===== src/rtl/tdr_scan_driver.sv =====
// Initiator for the TDR scan access protocol: sequences capture -> shift -> update on a target
// chain for one request and returns the bits shifted out.
module tdr_scan_driver #(
    parameter int MAX_LEN = 32,
    parameter int LEN_W   = 6
) (
    input  logic               i_clk,
    input  logic               i_rstn,
    input  logic               i_req_valid,
    output logic               o_req_ready,
    input  logic [LEN_W-1:0]   i_req_len,
    input  logic [MAX_LEN-1:0] i_req_wdata,
    input  logic               i_req_capture,
    input  logic               i_req_update,
    output logic               o_rsp_valid,
    input  logic               i_rsp_ready,
    output logic [MAX_LEN-1:0] o_rsp_rdata,
    output logic               o_busy,
    output logic               o_select,
    output logic               o_capture_en,
    output logic               o_shift_en,
    output logic               o_update_en,
    output logic               o_si,
    input  logic               i_so
);

    localparam int IDX_W = (MAX_LEN > 1) ? $clog2(MAX_LEN) : 1;

    typedef enum logic [2:0] {
        S_IDLE,
        S_CAPTURE,
        S_SHIFT,
        S_UPDATE,
        S_RESP
    } state_t;

    state_t             r_state;
    state_t             w_next;
    logic [LEN_W-1:0]   r_len;
    logic [LEN_W-1:0]   r_k;
    logic [MAX_LEN-1:0] r_wdata;
    logic [MAX_LEN-1:0] r_rdata;
    logic               r_upd;
    logic               r_select;
    logic               r_capture_en;
    logic               r_shift_en;
    logic               r_update_en;
    logic               r_si;

    logic [LEN_W-1:0]   w_len_c;
    logic               w_accept;
    logic               w_last_shift;
    logic               w_si;

    assign w_len_c      = (i_req_len > LEN_W'(MAX_LEN)) ? LEN_W'(MAX_LEN) : i_req_len;
    assign w_accept     = (r_state == S_IDLE) && i_req_valid;
    assign w_last_shift = (r_k == r_len - LEN_W'(1));

    always_ff @(posedge i_clk or negedge i_rstn) begin
        if (!i_rstn) r_state <= S_IDLE;
        else         r_state <= w_next;
    end

    always_comb begin
        w_next = r_state;
        w_si   = 1'b0;
        case (r_state)
            S_IDLE: begin
                if (i_req_valid) begin
                    if (i_req_capture)        w_next = S_CAPTURE;
                    else if (w_len_c != '0)   w_next = S_SHIFT;
                    else if (i_req_update)    w_next = S_UPDATE;
                    else                      w_next = S_RESP;
                end
            end
            S_CAPTURE: begin
                if (r_len != '0)   w_next = S_SHIFT;
                else if (r_upd)    w_next = S_UPDATE;
                else               w_next = S_RESP;
            end
            S_SHIFT: begin
                if (w_last_shift)  w_next = r_upd ? S_UPDATE : S_RESP;
            end
            S_UPDATE: w_next = S_RESP;
            S_RESP: begin
                if (i_rsp_ready)   w_next = S_IDLE;
            end
            default: w_next = S_IDLE;
        endcase
        // si is registered, so present the bit for the upcoming shift cycle
        if (w_next == S_SHIFT) begin
            case (r_state)
                S_IDLE:    w_si = i_req_wdata[0];
                S_CAPTURE: w_si = r_wdata[0];
                default:   w_si = r_wdata[1];
            endcase
        end
    end

    always_ff @(posedge i_clk or negedge i_rstn) begin
        if (!i_rstn) begin
            r_len        <= '0;
            r_k          <= '0;
            r_wdata      <= '0;
            r_rdata      <= '0;
            r_upd        <= 1'b0;
            r_select     <= 1'b0;
            r_capture_en <= 1'b0;
            r_shift_en   <= 1'b0;
            r_update_en  <= 1'b0;
            r_si         <= 1'b0;
        end else begin
            r_select     <= (w_next == S_CAPTURE) || (w_next == S_SHIFT) || (w_next == S_UPDATE);
            r_capture_en <= (w_next == S_CAPTURE);
            r_shift_en   <= (w_next == S_SHIFT);
            r_update_en  <= (w_next == S_UPDATE);
            r_si         <= w_si;
            if (w_accept) begin
                r_len   <= w_len_c;
                r_wdata <= i_req_wdata;
                r_upd   <= i_req_update;
                r_rdata <= '0;
                r_k     <= '0;
            end else if (r_state == S_SHIFT) begin
                // r_wdata[0] always holds the bit currently on si
                r_rdata[r_k[IDX_W-1:0]] <= i_so;
                r_k                     <= r_k + LEN_W'(1);
                r_wdata                 <= r_wdata >> 1;
            end
        end
    end

    assign o_req_ready  = (r_state == S_IDLE);
    assign o_busy       = (r_state != S_IDLE);
    assign o_rsp_valid  = (r_state == S_RESP);
    assign o_rsp_rdata  = r_rdata;
    assign o_select     = r_select;
    assign o_capture_en = r_capture_en;
    assign o_shift_en   = r_shift_en;
    assign o_update_en  = r_update_en;
    assign o_si         = r_si;

endmodule

===== config.mk =====
export PLATFORM = sky130hd
export DESIGN_NAME = tdr_scan_driver
export DESIGN_NICKNAME = d
export VERILOG_FILES = /design/src/rtl/tdr_scan_driver.sv
export SDC_FILE = /design/constraint.sdc
export NUM_CORES = 1
export LEC_CHECK = 0
export BUFFER_PORTS_ARGS = -buffer_cell sky130_fd_sc_hd__buf_2
export CORE_UTILIZATION = 45
export DETAILED_ROUTE_END_ITERATION = 12
export GPL_ROUTABILITY_DRIVEN = 0
export GPL_TIMING_DRIVEN = 0
export PLACE_DENSITY_LB_ADDON = 0.15
export SETUP_SLACK_MARGIN = 0.5
export SYNTH_ARGS = -nofsm -noshare
export SYNTH_HDL_FRONTEND = slang
export SYNTH_SLANG_ARGS = --single-unit

===== constraint.sdc =====
create_clock -name i_clk -period 2 [get_ports i_clk]
set_input_delay 0.1 -clock i_clk [delete_from_list [all_inputs] [get_ports i_clk]]
set_output_delay 0.1 -clock i_clk [all_outputs]
set_load 0.05 [all_outputs]

==> results by group <==
Global routing
  – Maximum number of pins on one net before global-route repair: 69
  – Overflow after GRT: 0
  – Vias in the first global route: 3885
  – Wire length of the first global-routing pass: 18.97 mm
  – Total global routing track utilization: 0.2485
  – Antenna violations before repair: 0

Pwr
  – Int Power: 5.827 mW
  – Switching Fraction: 0.4308
  – Clk pwr share: 0.120
  – Combinational share of power: 0.621
  – VDD IR-drop max: slightly above 0.9 mV
  – Psw: between 4 and 5 mW
  – Pwr Density: around 1400 nW/µm²
  – Power share of the sequential group: 0.258
  – Static leakage power: 3.100 nW

Placement
  – Port Buf Inserts: 84
  – Standard cell area after detailed placement: 4999 µm²
  – Post-DP HPWL: 6.712 mm

Cells and area
  – Antenna diode instance count: 0
  – Utilization of the core after routing: 0.7806
  – Most common cell after layout, fill and taps aside: sky130_fd_sc_hd__dfrtp_1
  – Share of layout cells above drive strength 1: 0.5348
  – Commonest non-fill, non-tap cells in the layout: 83 x sky130_fd_sc_hd__dfrtp_1, 82 x sky130_fd_sc_hd__buf_2, 36 x sky130_fd_sc_hd__mux2i_1, 35 x sky130_fd_sc_hd__nor2_4, 34 x sky130_fd_sc_hd__dlygate4sd3_1
  – Area growth from synthesis to layout: 68.93%
  – Summed area of non-filler cells in the final layout: just over 7000 µm²
  – Final #Nets: roughly 660

Status
  – Status: finished clean

Clock tree
  – Clock tree from TritonCTS: built
  – Clock tree root buffer cell: sky130_fd_sc_hd__clkbuf_8
  – Buffers from clock root to sink, at most: 2
  – Clock edge transition at the registers on the reported setup and hold paths: 0.09 ns
  – Count of clock tree sinks: 85
  – Number of buffers inserted during clock tree synthesis: 9
  – CTS HTree Levels: 3
  – Worst skew pair latency: 0.37 ns

Setup path
  – Data arrival time of the critical path: around 2.1 ns
  – Worst Setup End Kind: flip-flop
  – CP max FO: 6
  – Worst Setup Path Type: flip-flop to flip-flop
  – Critical Path RT: about 2.2 ns
  – Sort of element at the start of the critical path: flip-flop

Yosys
  – Number of library cell types mapped by synthesis: 47
  – Yosys warning total: 0
  – Synth area leaders: sky130_fd_sc_hd__dfrtp_1 50%, sky130_fd_sc_hd__mux2i_1 11%, sky130_fd_sc_hd__nor2_1 7.0%
  – Post-synthesis async set-or-reset flop share: 1.000
  – Synthesized area per cell: 9.590 µm²
  – Fraction of the yosys area taken by sequential cells: 0.5030
  – Number of instances in the synthesized netlist: 441
  – Syn Std Cell Area: 4229 µm²
  – Number of enable-type register cells in the synthesized netlist: 0
  – Cell type with the highest aggregate area in the netlist: sky130_fd_sc_hd__dfrtp_1
  – Share of the synthesized area in the top cell type: 0.5030
  – Post-synthesis register bit count: 85
  – Synthesized Nets: 491
  – Most common flop cell mapped by yosys: sky130_fd_sc_hd__dfrtp_1

Timing
  – Post-route minimum period: 1.897 ns
  – Hold Vio Cnt, Final: 0
  – Unrepaired setup endpoints after global routing: yes
  – Fin Clk Skew: 0.01256 ns
  – Final setup violating endpoints: 0
  – Final count of pins violating max slew: 0
  – Fmax: 527.1 MHz
  – Final critical-path share of the clock period: 0.9486
  – Post-route setup TNS: 0 ns
  – Normalized max-slew margin: 0.4411
  – Transition time of the tightest slew-check pin: 0.8384 ns

Drt
  – Post-detailed-route count of antenna-violating nets: 0
  – Post-detailed-route via-to-cell ratio: between 5 and 6
  – Routed vias: around 4000
  – Post-route DRC: 0
  – First-iteration detailed-routing DRC count: about 170
  – Total wire length after detailed routing: 13.11 mm
  – Routed length on met2: 7.016 mm
  – Uppermost metal layer occupied by signal nets: met4
  – Number of detailed-route iterations in the first pass: 4
  – Routed len/inst: 18.01 µm
  – Metal-1 WL: 5.430 mm
  – Met3 wire length: 439 µm

Floorplan
  – IO Count: 85
  – Full die area: 9789 µm²
  – Number of rows in the core area: 35
  – Starting Density: 0.4621
  – Chip Height: 98.94 µm
  – Core box area: 9153 µm²
  – Die Wd: between 90 and 100 µm

Worst hold path
  – Kind of path behind the tightest hold check: input pin to flip-flop

Run
  – Total of max-cap violations: 0
==> area by class of cell <==
class | instances | area (µm²)
multi-input combinational | 321 | 2851
buffer | 29 | 395.4
tap | 111 | 138.9
sequential | 85 | 2130
fill | 549 | 2008
clock buffer | 11 | 151.4
clock inverter | 5 | 43.79
inverter | 7 | 33.78
timing repair buffer | 159 | 1400
==> worst max-delay path, stage by stage (launching register included) <==
cell                       delay, ns
sky130_fd_sc_hd__dfrtp_1        0.41
sky130_fd_sc_hd__inv_2          0.09
sky130_fd_sc_hd__ha_4           0.14
sky130_fd_sc_hd__or3b_4         0.41
sky130_fd_sc_hd__or3_4          0.35
sky130_fd_sc_hd__o22ai_4        0.17
sky130_fd_sc_hd__nand2b_1       0.13
sky130_fd_sc_hd__o21ai_1        0.06
==> logic make-up after synthesis <==
| kind of cell | after synthesis | synth area share |
|---|---|---|
| AND/OR/NAND/NOR | 168 | 0.1840 |
| AO/OA/AOI/OAI | 89 | 0.1222 |
| adder cells (fa/ha/maj) | 5 | 0.01479 |
| multiplexers | 47 | 0.1112 |
| XOR/XNOR | 11 | 0.02278 |
| flip-flops | 85 | 0.5030 |
| buffers and inverters | 36 | 0.04201 |
==> registers in the layout (all words and copies together), names as in the netlist <==
name and cells:
r_k 6, r_len 6, r_state 3, o_select 1
o_rsp_rdata 32, r_wdata 32, o_update_en 1, o_shift_en 1
r_upd 1, o_capture_en 1, o_si 1
==> synth_stat cells (all sizes together) (6+ instances only) <==
master / count
a21oi: 50
buf: 12
xnor2: 6
nand2b: 7
clkbuf: 16
nand2: 34
o21ai: 24
dfrtp: 85
nand3: 20
mux2i: 47
inv: 7
nor2: 79
==> stage by stage <==
stage,setup WS (ns),hold slack (ns),std cells,power (mW)
detailed placement,0.06193,-0.0005043,637,6.257
floorplan,0.2069,-0.1956,441,5.472
finish,0.1027,0.003214,728,10.24
CTS,0.1117,0.001011,719,9.065
global route,0.01109,0.01216,728,10.75
global placement,0.06700,0.3220,636,6.146
==> worst paths after layout <==
| check | startpoint | endpoint | depth (start not counted) | slack (ns) |
|---|---|---|---|---|
| hold / removal | i_req_wdata[6] | r_wdata[6] | 3 | 0.003 |
| max in group asynchronous | i_rstn | r_state[2] | 3 | 1.24 |
| hold reg to reg | r_wdata[31] | r_wdata[31] | 1 | 0.53 |
| min in group asynchronous | i_rstn | r_wdata[12] | 2 | 0.14 |
| setup reg to reg | r_len[0] | o_shift_en | 7 | 0.10 |
| setup / recovery | r_len[0] | o_shift_en | 7 | 0.10 |
==> routing by layer <==
layer	vias to the layer above	GRT usage
met1	2001	0.3069
met5	-	0
met3	19	0.03617
met4	0	0.1022
met2	96	0.4363
li1	1863	-
==> power by group through the flow <==
| stage | registers (mW) | clock network, mW | logic [mW] |
|---|---|---|---|
| after floorplan | 2.82 | 0 | 2.65 |
| after global placement | 2.61 | 0 | 3.54 |
| after detailed placement | 2.63 | 0 | 3.63 |
| after CTS | 2.59 | 1.24 | 5.23 |
| after global routing | 2.70 | 1.32 | 6.73 |
| final | 2.65 | 1.23 | 6.36 |
==> timing repair <==
action	CTS	global route
hold endpoints to repair	117	1
pin swaps	17	39
hold buffers	33	1
buffers inserted	22	6
gates cloned	11	2
setup endpoints to repair	86	87
resized for setup	151	145
Power figures use the tool's default switching activity.
